File: config.mk
export PLATFORM = sky130hd
export DESIGN_NAME = duty_cycle_40
export DESIGN_NICKNAME = d
export VERILOG_FILES = /design/src/rtl/duty_cycle_40.sv
export SDC_FILE = /design/constraint.sdc
export NUM_CORES = 1
export LEC_CHECK = 0
export CAP_MARGIN = 30
export CORE_AREA = 2 2 39 41
export DETAILED_ROUTE_END_ITERATION = 8
export DIE_AREA = 0 0 41 43
export PLACE_DENSITY = 0.44
export SYNTH_ARGS = -nofsm -noshare
export SYNTH_HDL_FRONTEND = slang
export SYNTH_SLANG_ARGS = --single-unit
File: constraint.sdc
create_clock -name clk -period 2.35 [get_ports clk]
set_clock_uncertainty 0.05 [all_clocks]
set_input_delay 0.47 -clock clk [delete_from_list [all_inputs] [get_ports clk]]
set_output_delay 0.47 -clock clk [all_outputs]
set_load 0.01 [all_outputs]
File: src/rtl/duty_cycle_40.sv
// rtl/duty_cycle_40.sv - registered fixed-duty waveform / strobe generator with exposed phase counter; DUTY40_TICK_EN adds period_tick
module duty_cycle_40 #(
   parameter int PERIOD      = 5,
   parameter int HIGH_CYCLES = 2,
   parameter int CW          = (PERIOD <= 2) ? 1 : $clog2(PERIOD)
) (
   input  logic          clk,
   input  logic          rst,
   input  logic          en,
   output logic          clk_out,
   output logic [CW-1:0] count
`ifdef DUTY40_TICK_EN
   ,
   output logic          period_tick
`endif
);

   // Both constants fit in CW bits because HIGH_CYCLES < PERIOD.
   localparam logic [CW-1:0] LAST = CW'(PERIOD - 1);
   localparam logic [CW-1:0] HIGH = CW'(HIGH_CYCLES);

   generate
      if (PERIOD < 2 || HIGH_CYCLES < 1 || HIGH_CYCLES >= PERIOD) begin : g_bad_params
         $error("duty_cycle_40: need PERIOD >= 2 and 1 <= HIGH_CYCLES < PERIOD");
      end
   endgenerate

   logic [CW-1:0] count_q;
   logic [CW-1:0] count_d;
   logic          clk_out_q;

   // Next phase: wrap exactly at PERIOD-1 so count never leaves 0..PERIOD-1.
   always_comb begin
      count_d = (count_q == LAST) ? '0 : count_q + CW'(1);
   end

   // Phase and waveform registers; reset parks at PERIOD-1 so the first
   // enabled edge lands on phase 0 and starts a full high phase.
   always_ff @(posedge clk) begin
      if (rst) begin
         count_q   <= LAST;
         clk_out_q <= 1'b0;
      end else if (en) begin
         count_q   <= count_d;
         clk_out_q <= (count_d < HIGH);
      end
   end

`ifdef DUTY40_TICK_EN
   logic tick_q;

   // Start-of-period pulse, coincident with the rising edge of clk_out.
   always_ff @(posedge clk) begin
      if (rst) begin
         tick_q <= 1'b0;
      end else begin
         tick_q <= en & (count_d == '0);
      end
   end

   assign period_tick = tick_q;
`endif

   assign clk_out = clk_out_q;
   assign count   = count_q;

endmodule

After elaboration in Yosys (flattened, before gate mapping)
Cells that the tools add are included.
{ "classes": {"addsub": 1, "eq_ne": 1, "n_mux": 1, "magnitude_cmp": 1} }
{ "op_table": {"columns": ["cell", "count"], "rows": [
  ["3-bit by 1-bit adder with 3-bit output (second input constant)", 1],
  ["3-bit == test (second input constant)", 1],
  ["3-bit by 2-bit less-than comparator with 1-bit output (second input constant)", 1],
  ["3-bit 2-to-1 mux", 1]
]} }
{ "totals": {"ff_bits": 4, "wordCells": 6, "out_inout_bits": 4} }

Logic depth before layout (Yosys ltp)
Gate-level depths: netlist of run 1.
{ "logic_depth": {"ltp_word": 3, "mapped_depth": 5, "depth_no_buf": 5} }

Worst setup path before layout of run 1
OpenSTA, ideal clock, no wires.
{ "synth_path": {"path_type": "register -> register", "start": "reg count_q[0], in the netlist count[0]", "end": "reg clk_out_q, in the netlist clk_out", "t_arrival_ns": 1.227, "n_path_buf": 0, "setup_time_ns": 0.064, "period_less_slack_ns": 1.341, "path_stages_with_launch": 6, "path_slack_ns": 1.009, "path_cell_list": "dfxtp_1 > inv_1 > ha_1 > nand2b_1 > o32a_1 > nor2_1"} }
{ "synth_via": {"elab_chain_cells": 3} }
{ "synth_lines": {"columns": ["item", "line", "source"], "rows": [
  ["start: declaration", "28", "logic [CW-1:0] count_q;"],
  ["start signal: assignment", "44", "count_q <= count_d;"],
  ["3-bit by 1-bit adder with 3-bit output or 3-bit == test (tied branches)", "34", "count_d = (count_q == LAST) ? '0 : count_q + CW'(1);"],
  ["3-bit 2-to-1 mux *", "34", null],
  ["named net count_d[1]", "29", "logic [CW-1:0] count_d;"],
  ["3-bit by 2-bit less-than comparator with 1-bit output *", "45", "clk_out_q <= (count_d < HIGH);"],
  ["end signal: assignment", "45", null],
  ["end: declaration", "30", "logic clk_out_q;"]
]} }
The timed path passes the listed nets; every way through them passes the cells marked *.
A chain may end at the register's enable or synchronous reset.

Worst setup path in the final report of run 1
{ "layout_path": {"start": "reg count_q[2], in the netlist count[2]", "end": "out count[2]"} }
{ "layout_rtl": {"columns": ["item", "line", "source"], "rows": [
  ["end: declaration", "11", "output logic [CW-1:0] count"]
]} }
No word-level cell between the ends.

==> impl_metrics.yaml, run 1 <==
placed_design:
  gp_congestion: 0.572
  dp_hpwl_um: 301
  pre_cts_slack_ns: 0.620
  port_buffers: 6
  dp.cells: 43
global_route:
  grt_max_degree: 7
  grt_pass1_wl_um: 648
  met2_usage_pct: 4.69
  track_usage_pct: 6.12
  top_usage_layer: "met1"
  grt.met1_usage_pct: 8.97
  antenna_found_initial: 0
  grt_pass1_vias: 149
  overflow: 0
  met3_usage_pct: 3.14
power:
  powerDensity_mw_per_mm2: 741
  leakagePower_nw: 0.123
  power_frac_clock_pct: 41.9
  pwr-share-seq_pct: 36.7
  intPower_w: 0.000162
  pwr-share-comb_pct: 21.4
  switching_share_pct: 27.6
  power_switching_w: 0.0000616
  peakVddDrop_mv: 0.182
worst_setup_path:
  worst-setup-path-type: "reg -> out"
  cp_num_buf_inv: 1
  cp-end-kind: "output pin"
  timing.rr.start: "count[0]$_SDFFE_PP0P_"
  path_cells: "clkdlybuf4s50_1"
  max_stage_delay_ns: 0.56
  critPathLaunch: "count[2]$_SDFFE_PP1P_"
  crit_path_top_delay_cell: "clkdlybuf4s50_1"
  worstPathRequired_ns: 1.83
  worstPathMaxFanout: 5
  crit_family: "buffers and inverters"
  critPathArrivalTime_ns: 1.20
  startpoint_type: "flip-flop"
die:
  rows: 14
  initial_core_util_pct: 14.4
  core_mm2: 0.00138
  die-area_mm2: 0.00176
  dieHeight_um: 43
  ios: 7
  fp.dieW_um: 41
sta:
  setup_violations: 0
  fmax_mhz: 581
  final_hold_viol_count: 0
  finalCritPeriodShare_pct: 73.3
  holdWs_ns: 0.491
  relSlewSlack_pct: 83.5
  period_minus_slack_ns: 1.72
  drv_slew: 0
  finalWorstSetupSlack_ns: 0.628
  worst_pin_slew_ns: 0.247
  rsz0062_at_grt: "false"
  fin_tns_setup_ns: 0
synth:
  synth.ff_latch_count: 4
  synth_cells: 21
  synth.distinct_cells: 12
  ys_warn_count: 0
  synth_common_cells: "dfxtp_1 (4), inv_1 (3), nor2_1 (3)"
  yosys-top-cells-area: "dfxtp_1 (40%), ha_1 (13%), mux2i_1 (10%)"
  async_reset_ff_share_pct: 0
  synth_area_per_cell_um2: 9.47
  ys_seq_area_share_pct: 40.3
  synth_top_cell_by_area: "dfxtp_1"
  synthFlopType: "dfxtp_1"
  syn_area_um2: 199
  synth_enable_flop_cells: 0
  synth_fp_nets: 26
  yosysMostFrequentCell: "dfxtp_1"
  synth_top_area_share_pct: 40.3
cells_and_area:
  final_cells: 46
  drive_gt1_share_pct: 13.3
  antenna-diode-count: 0
  fin_nets: 37
  synthToLayoutAreaGrowth_pct: 51.6
clock_tree:
  cts_root_buf: "clkbuf_4"
  cts_tree: "done"
  clock-sinks: 4
  cts-htree-levels: 1
  clkTransAtPathRegs_ns: 0.05
  hold_buffers: 0
  numCtsBuffers: 3
  cts_setup_buffers: 0
  clockBufferDepth: 2
  clk-insertion-delay-late_ns: 0.24
  ctsResizeCount: 0
routing:
  drc: 0
  routedWlPerCell_um: 9.37
  wirelength_um: 431
  dr.pass1.iters: 2
  ant_nets: 0
  drt_iter0_markers: 5
  viasPerCell: 3.85
  vias: 177
worst_hold_path:
  min_from: "clk_out$_SDFFE_PP0P_"
  holdCritPathClass: "reg -> reg"
flow_run:
  cap_violations: 0
run_status:
  status: "finished, final reports clean"
## worst paths after layout
| path | endpoint | slack (ns) | cells after the start |
|---|---|---|---|
| worst min register to register | clk_out$_SDFFE_PP0P_ | 0.49 | 3 |
| worst min-delay path | clk_out$_SDFFE_PP0P_ | 0.49 | 3 |
| worst max-delay path | count[2] | 0.63 | 1 |
| worst max register to register | clk_out$_SDFFE_PP0P_ | 0.98 | 5 |
## layer usage
metal  wire [um]  part of all wire (%)  vias to the layer above
li1            -                     -                       90
met1         229                    53                       76
met2         150                    35                        9
met3          36                   8.4                        2
met4          14                   3.2                        0
met5           0                     0                        -
## state kept, by name, summed over array words and instances (netlist names)
signal / cells
count: 3
clk_out: 1
## per-stage QoR
step	utilization [%]	total power, W	area, um^2
6_report	21.8	0.000223	302
5_1_grt	21.8	0.000236	302
4_1_cts	21.8	0.000225	302
3_5_place_dp	20.2	0.000131	279
3_3_place_gp	20.2	0.000131	279
2_1_floorplan	-	0.000108	199
## placed cells by master (no fill, tap or decap), drive strengths merged, types with 2 or more instances in the layout
cell           n
nor2           3
clkbuf         3
ha             2
clkdlybuf4s50  6
mux2i          2
inv            3
dfxtp          4
## power by group through the flow
stage | clock network [W] | logic, W | registers (W)
floorplan | 0 | 0.0000226 | 0.0000854
CTS | 0.0000947 | 0.0000482 | 0.0000821
global route | 0.0000998 | 0.0000527 | 0.0000832
detailed placement | 0 | 0.0000479 | 0.0000833
finish | 0.0000936 | 0.0000477 | 0.0000820
global placement | 0 | 0.0000480 | 0.0000827
## logic make-up after synthesis
logic type	synth area share [%]
buffers and inverters	5.66
adder cells (fa/ha/maj)	12.6
flip-flops	40.3
AO/OA/AOI/OAI	15.7
AND/OR/NAND/NOR	15.7
multiplexers	10.1
## cell type report
type / instances / area (um^2)
clock buffer: 3 / 22.5
fill: 153 / 1080
inverter: 3 / 11.3
timing repair buffer: 6 / 60.1
sequential: 4 / 80.1
tap: 16 / 20.0
multi-input combinational: 14 / 108
## tightest hold or removal path: cells and delay by family (launching register included)
family | cells | cell delay (ns)
buffers and inverters | 1 | 0.05
and+or+nand+nor | 1 | 0.03
AOI/OAI and AO/OA | 1 | 0.11
DFF | 1 | 0.30
(Power assumes the default switching activity.)
==> run 2: changes to the inputs <==
Settings changed: PLACE_DENSITY 0.44 to 0.45.
Clock period 2.35 ns to 1.5 ns, I/O delays scaled along.
==> run 2 against run 1 <==
  * First-iteration DRC count decreased by 60%
  * Routed wire length increased by 8.6%
  * Highest routed layer is now met3
  * Largest power group unchanged
  * Clock power grew 46%
==> impl_metrics.yaml, run 2 (same netlist as run 1, synthesis figures left out) <==
die:
  core_mm2: 0.00138
  rows: 14
  die-area_mm2: 0.00176
  initial_core_util_pct: 14.4
  ios: 7
  dieHeight_um: 43
  fp.dieW_um: 41
cells_and_area:
  seqCellArea_um2: 81.3
  drive_gt1_share_pct: 19.4
  layout_common_cells: "inv_1 (3), nor2_1 (3), dfxtp_1 (3), clkbuf_4 (3), dlygate4sd2_1 (3)"
  largest_register_ffs: 3
  fin_nets: 38
  synthToLayoutAreaGrowth_pct: 55.3
  fill_cells: 156
  antenna-diode-count: 0
  fin_util_pct: 22.3
  multi_input_area_um2: 108
placed_design:
  gp_congestion: 0.628
  port_buffers: 6
clock_tree:
  clockBufferDepth: 2
  numCtsBuffers: 3
  cts_setup_buffers: 0
  clkTransAtPathRegs_ns: 0.04
  clk-insertion-delay-late_ns: 0.24
  cts_root_buf: "clkbuf_4"
  hold_buffers: 0
  clock-sinks: 4
  cts-htree-levels: 1
  cts_tree: "done"
flow_run:
  cap_violations: 0
global_route:
  grt_pass1_wl_um: 814
  antenna_found_initial: 0
  track_usage_pct: 7.83
  grt_max_degree: 6
  overflow: 0
  grt_pass1_vias: 194
worst_setup_path:
  worstPathRequired_ns: 1.63
  startpoint_type: "flip-flop"
  cp_num_buf_inv: 1
  worstPathMaxFanout: 4
  critPathArrivalTime_ns: 1.46
  worst-setup-path-type: "reg -> reg"
  max_stage_delay_ns: 0.37
  crit_family: "flip-flops"
  crit_path_top_delay_cell: "dfxtp_1"
  cp-end-kind: "flip-flop"
  path_cells: "inv_1, ha_1, nand2b_1, o32a_1, nor2_1"
worst_hold_path:
  holdCritPathClass: "reg -> reg"
sta:
  setup_violations: 0
  final_hold_viol_count: 0
  finalCritPeriodShare_pct: 88.9
  fmax_mhz: 750
  fin_tns_setup_ns: 0
  drv_slew: 0
  relSlewSlack_pct: 88.5
  rsz0062_at_grt: "false"
  period_minus_slack_ns: 1.33
  worst_pin_slew_ns: 0.172
run_status:
  status: "finished, final reports clean"
routing:
  dr.pass1.iters: 2
  routedWlPerCell_um: 9.96
  vias: 186
  drc: 0
  ant_nets: 0
  viasPerCell: 3.96
  wirelength_um: 468
  drt_iter0_markers: 2
power:
  pwr-share-comb_pct: 21.4
  power_switching_w: 0.0000892
  pwr-share-seq_pct: 38.2
  peakVddDrop_mv: 0.377
  power_frac_clock_pct: 40.5
  intPower_w: 0.000249
  powerDensity_mw_per_mm2: 1100
  switching_share_pct: 26.3
  leakagePower_nw: 0.151
==> run 2: cell types whose count changed in the layout (fill, tap and decap cells not counted) <==
| cell | previous run | this run |
|---|---|---|
| dlygate4sd2_1 | 0 | 3 |
| dlymetal6s2s_1 | 0 | 1 |
| dfxtp_1 | 4 | 3 |
| clkdlybuf4s50_1 | 6 | 2 |
| dfxtp_2 | 0 | 1 |
| buf_4 | 0 | 1 |
==> run 2: cell type report <==
| cell class | count | share of cell area [%] |
|---|---|---|
| well taps | 16 | 6.48 |
| inverters | 3 | 3.64 |
| clock buffers | 3 | 7.29 |
| flip-flops and latches | 4 | 26.3 |
| multi-input cells | 14 | 34.8 |
| repair buffers | 7 | 21.5 |
==> run 2: path summary, 6_finish.rpt <==
kind	from	endpoint	slack (ns)	cells past startpoint
setup / recovery	count[1]$_SDFFE_PP0P_	clk_out$_SDFFE_PP0P_	0.17	5
hold / removal	count[0]$_SDFFE_PP0P_	count[0]$_SDFFE_PP0P_	0.50	2
setup reg to reg	count[1]$_SDFFE_PP0P_	clk_out$_SDFFE_PP0P_	0.17	5
hold reg to reg	count[0]$_SDFFE_PP0P_	count[0]$_SDFFE_PP0P_	0.50	2
==> run 2: repair_timing <==
item	CTS	global route
resized for setup	3	2
endpoints found under the setup margin	3	2
cloned	0	0
==> run 2: stage by stage <==
stage / total power [W] / worst slack, ns / area [um^2] / std cells / hold WS [ns]
floorplan: 0.000169 / 0.159 / 199 / 21 / 0.322
global placement: 0.000205 / 0.0792 / 287 / 44 / 0.486
detailed placement: 0.000209 / 0.0410 / 287 / 44 / 0.498
CTS: 0.000346 / 0.0422 / 305 / 47 / 0.510
global route: 0.000367 / 0.0392 / 309 / 47 / 0.532
finish: 0.000338 / 0.167 / 309 / 47 / 0.503
==> run 2: tightest hold or removal path: cells and delay by family, from the launching register on <==
family	cells	cell delay (ns)
and+or+nand+nor	1	0.08
muxes	1	0.08
DFF	1	0.36
==> run 2: metal layers <==
layer	global-route usage (%)	vias to the layer above	wire length, um
li1	-	93	-
met1	8.36	84	232
met2	8.75	9	190
met3	7.85	0	44
met4	6.00	0	0
met5	0	-	0
==> run 2: power groups by stage <==
stage | Combinational (W) | Sequential [W] | Clock [W]
2_1_floorplan | 0.0000354 | 0.000134 | 0
3_3_place_gp | 0.0000761 | 0.000129 | 0
3_5_place_dp | 0.0000788 | 0.000130 | 0
4_1_cts | 0.0000746 | 0.000128 | 0.000143
5_1_grt | 0.0000817 | 0.000131 | 0.000155
6_report | 0.0000723 | 0.000129 | 0.000137
==> run 3: changes to the inputs <==
Clock period 1.5 ns to 1.1 ns, I/O delays scaled along.
==> run 3 against run 2 <==
  * The flow now finishes with violations (setup timing)
  * Global-route usage is 0.49 points lower
  * Register-to-register slack worse by 0.31 ns
  * Largest power group unchanged
  * Setup slack worse by 0.31 ns
  * Routed wire length is 7.1% lower
  * Cell area is 19% higher
  * Fmax is 6.9% higher
  * Combinational power is 77% higher
==> impl_metrics.yaml, run 3 (same netlist as run 1, synthesis figures left out) <==
run_status:
  status: "complete, but fails checks"
  violations: "setup timing"
routing:
  vias: 186
  dr.pass1.iters: 4
  wirelength_um: 435
  routed.top_layer: "met3"
  routedWlPerCell_um: 8.70
  viasPerCell: 3.72
  drt_iter0_markers: 2
  m1WireLength_um: 200
  drc: 0
  wl_met2_um: 181
  ant_nets: 0
  wl_met3_um: 53
cells_and_area:
  antenna-diode-count: 0
  multi_input_area_um2: 148
  largest_register_ffs: 3
  synthToLayoutAreaGrowth_pct: 84.9
  drive_gt1_share_pct: 47.1
  fin_nets: 40
  final_cells: 50
  layout_common_cells: "nor2_1 (3), clkbuf_4 (3), buf_4 (3)"
  seqCellArea_um2: 87.6
  fill_cells: 144
  design_area_um2: 368
placed_design:
  port_buffers: 6
  postPlaceCellArea_um2: 329
  dp.cells: 46
  gp_congestion: 0.644
  dp_hpwl_um: 312
sta:
  fmax_mhz: 802
  period_minus_slack_ns: 1.25
  final_hold_viol_count: 0
  worst_pin_slew_ns: 0.248
  finalCritPeriodShare_pct: 113
  setup_violations: 3
  rsz0062_at_grt: "true"
  holdWs_ns: 0.491
  relSlewSlack_pct: 83.5
  fin_tns_setup_ns: -0.266
  finalWorstSetupSlack_ns: -0.146
  drv_slew: 0
power:
  peakVddDrop_mv: 0.898
  powerDensity_mw_per_mm2: 1370
  leakagePower_nw: 0.150
clock_tree:
  numCtsBuffers: 3
  cts_tree: "done"
  cts-htree-levels: 1
  clkTransAtPathRegs_ns: 0.04
  clockBufferDepth: 2
  clock-sinks: 4
  clk-insertion-delay-late_ns: 0.24
  cts_root_buf: "clkbuf_4"
  cts_setup_buffers: 0
global_route:
  grt_pass1_wl_um: 793
  grt_max_degree: 6
  grt_pass1_vias: 187
  overflow: 0
  track_usage_pct: 7.34
  antenna_found_initial: 0
worst_setup_path:
  worstPathMaxFanout: 5
  worstPathRequired_ns: 1.22
  path_cells: "inv_2, ha_4, nand2b_4, o32a_1, nor2_1"
  max_stage_delay_ns: 0.37
  critPathArrivalTime_ns: 1.37
  cp-end-kind: "flip-flop"
  worst-setup-path-type: "reg -> reg"
  startpoint_type: "flip-flop"
  crit_path_top_delay_cell: "dfxtp_4"
die:
  die-area_mm2: 0.00176
  rows: 14
  fp.dieW_um: 41
  core_mm2: 0.00138
  ios: 7
  dieHeight_um: 43
  initial_core_util_pct: 14.4
flow_run:
  cap_violations: 0
worst_hold_path:
  holdCritPathClass: "reg -> reg"
run 3: changes by cell type in the layout (fill, tap and decap cells not counted), sizes merged:
cell / delta
clkbuf: +1
dlygate4sd2: -1
dlymetal6s2s: -1
buf: +3
clkdlybuf4s15: +2
clkdlybuf4s50: -1
run 3: path summary, 6_finish.rpt:
check / slack (ns) / to / depth (start not counted) / startpoint
hold / removal: 0.49 / clk_out$_SDFFE_PP0P_ / 3 / clk_out$_SDFFE_PP0P_
hold reg to reg: 0.49 / clk_out$_SDFFE_PP0P_ / 3 / clk_out$_SDFFE_PP0P_
setup / recovery: -0.15 / clk_out$_SDFFE_PP0P_ / 5 / count[0]$_SDFFE_PP0P_
setup reg to reg: -0.15 / clk_out$_SDFFE_PP0P_ / 5 / count[0]$_SDFFE_PP0P_
run 3: worst max-delay path, delay by kind of cell (launching register included):
kind                       cells  cell delay (ns)
AOI/OAI and AO/OA              1             0.28
adders and majority gates      1             0.23
buffers and inverters          1             0.05
DFF                            1             0.37
and+or+nand+nor                2             0.21
run 3: final cells by class:
cell class,count,share of cell area (%)
sequential,4,23.8
timing repair buffer,9,20.4
inverter,3,3.06
clock buffer,4,7.14
tap,16,5.44
multi-input combinational,14,40.1
run 3: layer usage:
layer	vias up	global-route usage, %
met3	0	7.85
met4	0	2.00
li1	98	-
met2	9	9.06
met5	-	0
met1	79	8.39
run 3: power breakdown:
part	switching (W)	total (W)	internal, W
logic	0.0000536	0.000128	0.0000747
clock network	0.0000630	0.000199	0.000136
registers	0.0000147	0.000176	0.000161
total	0.000131	0.000503	0.000372
run 3: per-stage QoR:
| stage | total power, W | utilization [%] | setup slack (ns) |
|---|---|---|---|
| 2_1_floorplan | 0.000239 | - | -0.156 |
| 3_3_place_gp | 0.000301 | 23.8 | -0.267 |
| 3_5_place_dp | 0.000299 | 23.8 | -0.285 |
| 4_1_cts | 0.000508 | 26.4 | -0.166 |
| 5_1_grt | 0.000540 | 26.6 | -0.198 |
| 6_report | 0.000503 | 26.6 | -0.146 |
run 3: timing repair:
item                                    4_1_cts  5_1_grt
gates cloned                                  0        0
pin swaps                                     1        1
gates resized for setup                      12        2
hold buffers                                  0        0
endpoints found under the setup margin        6        5
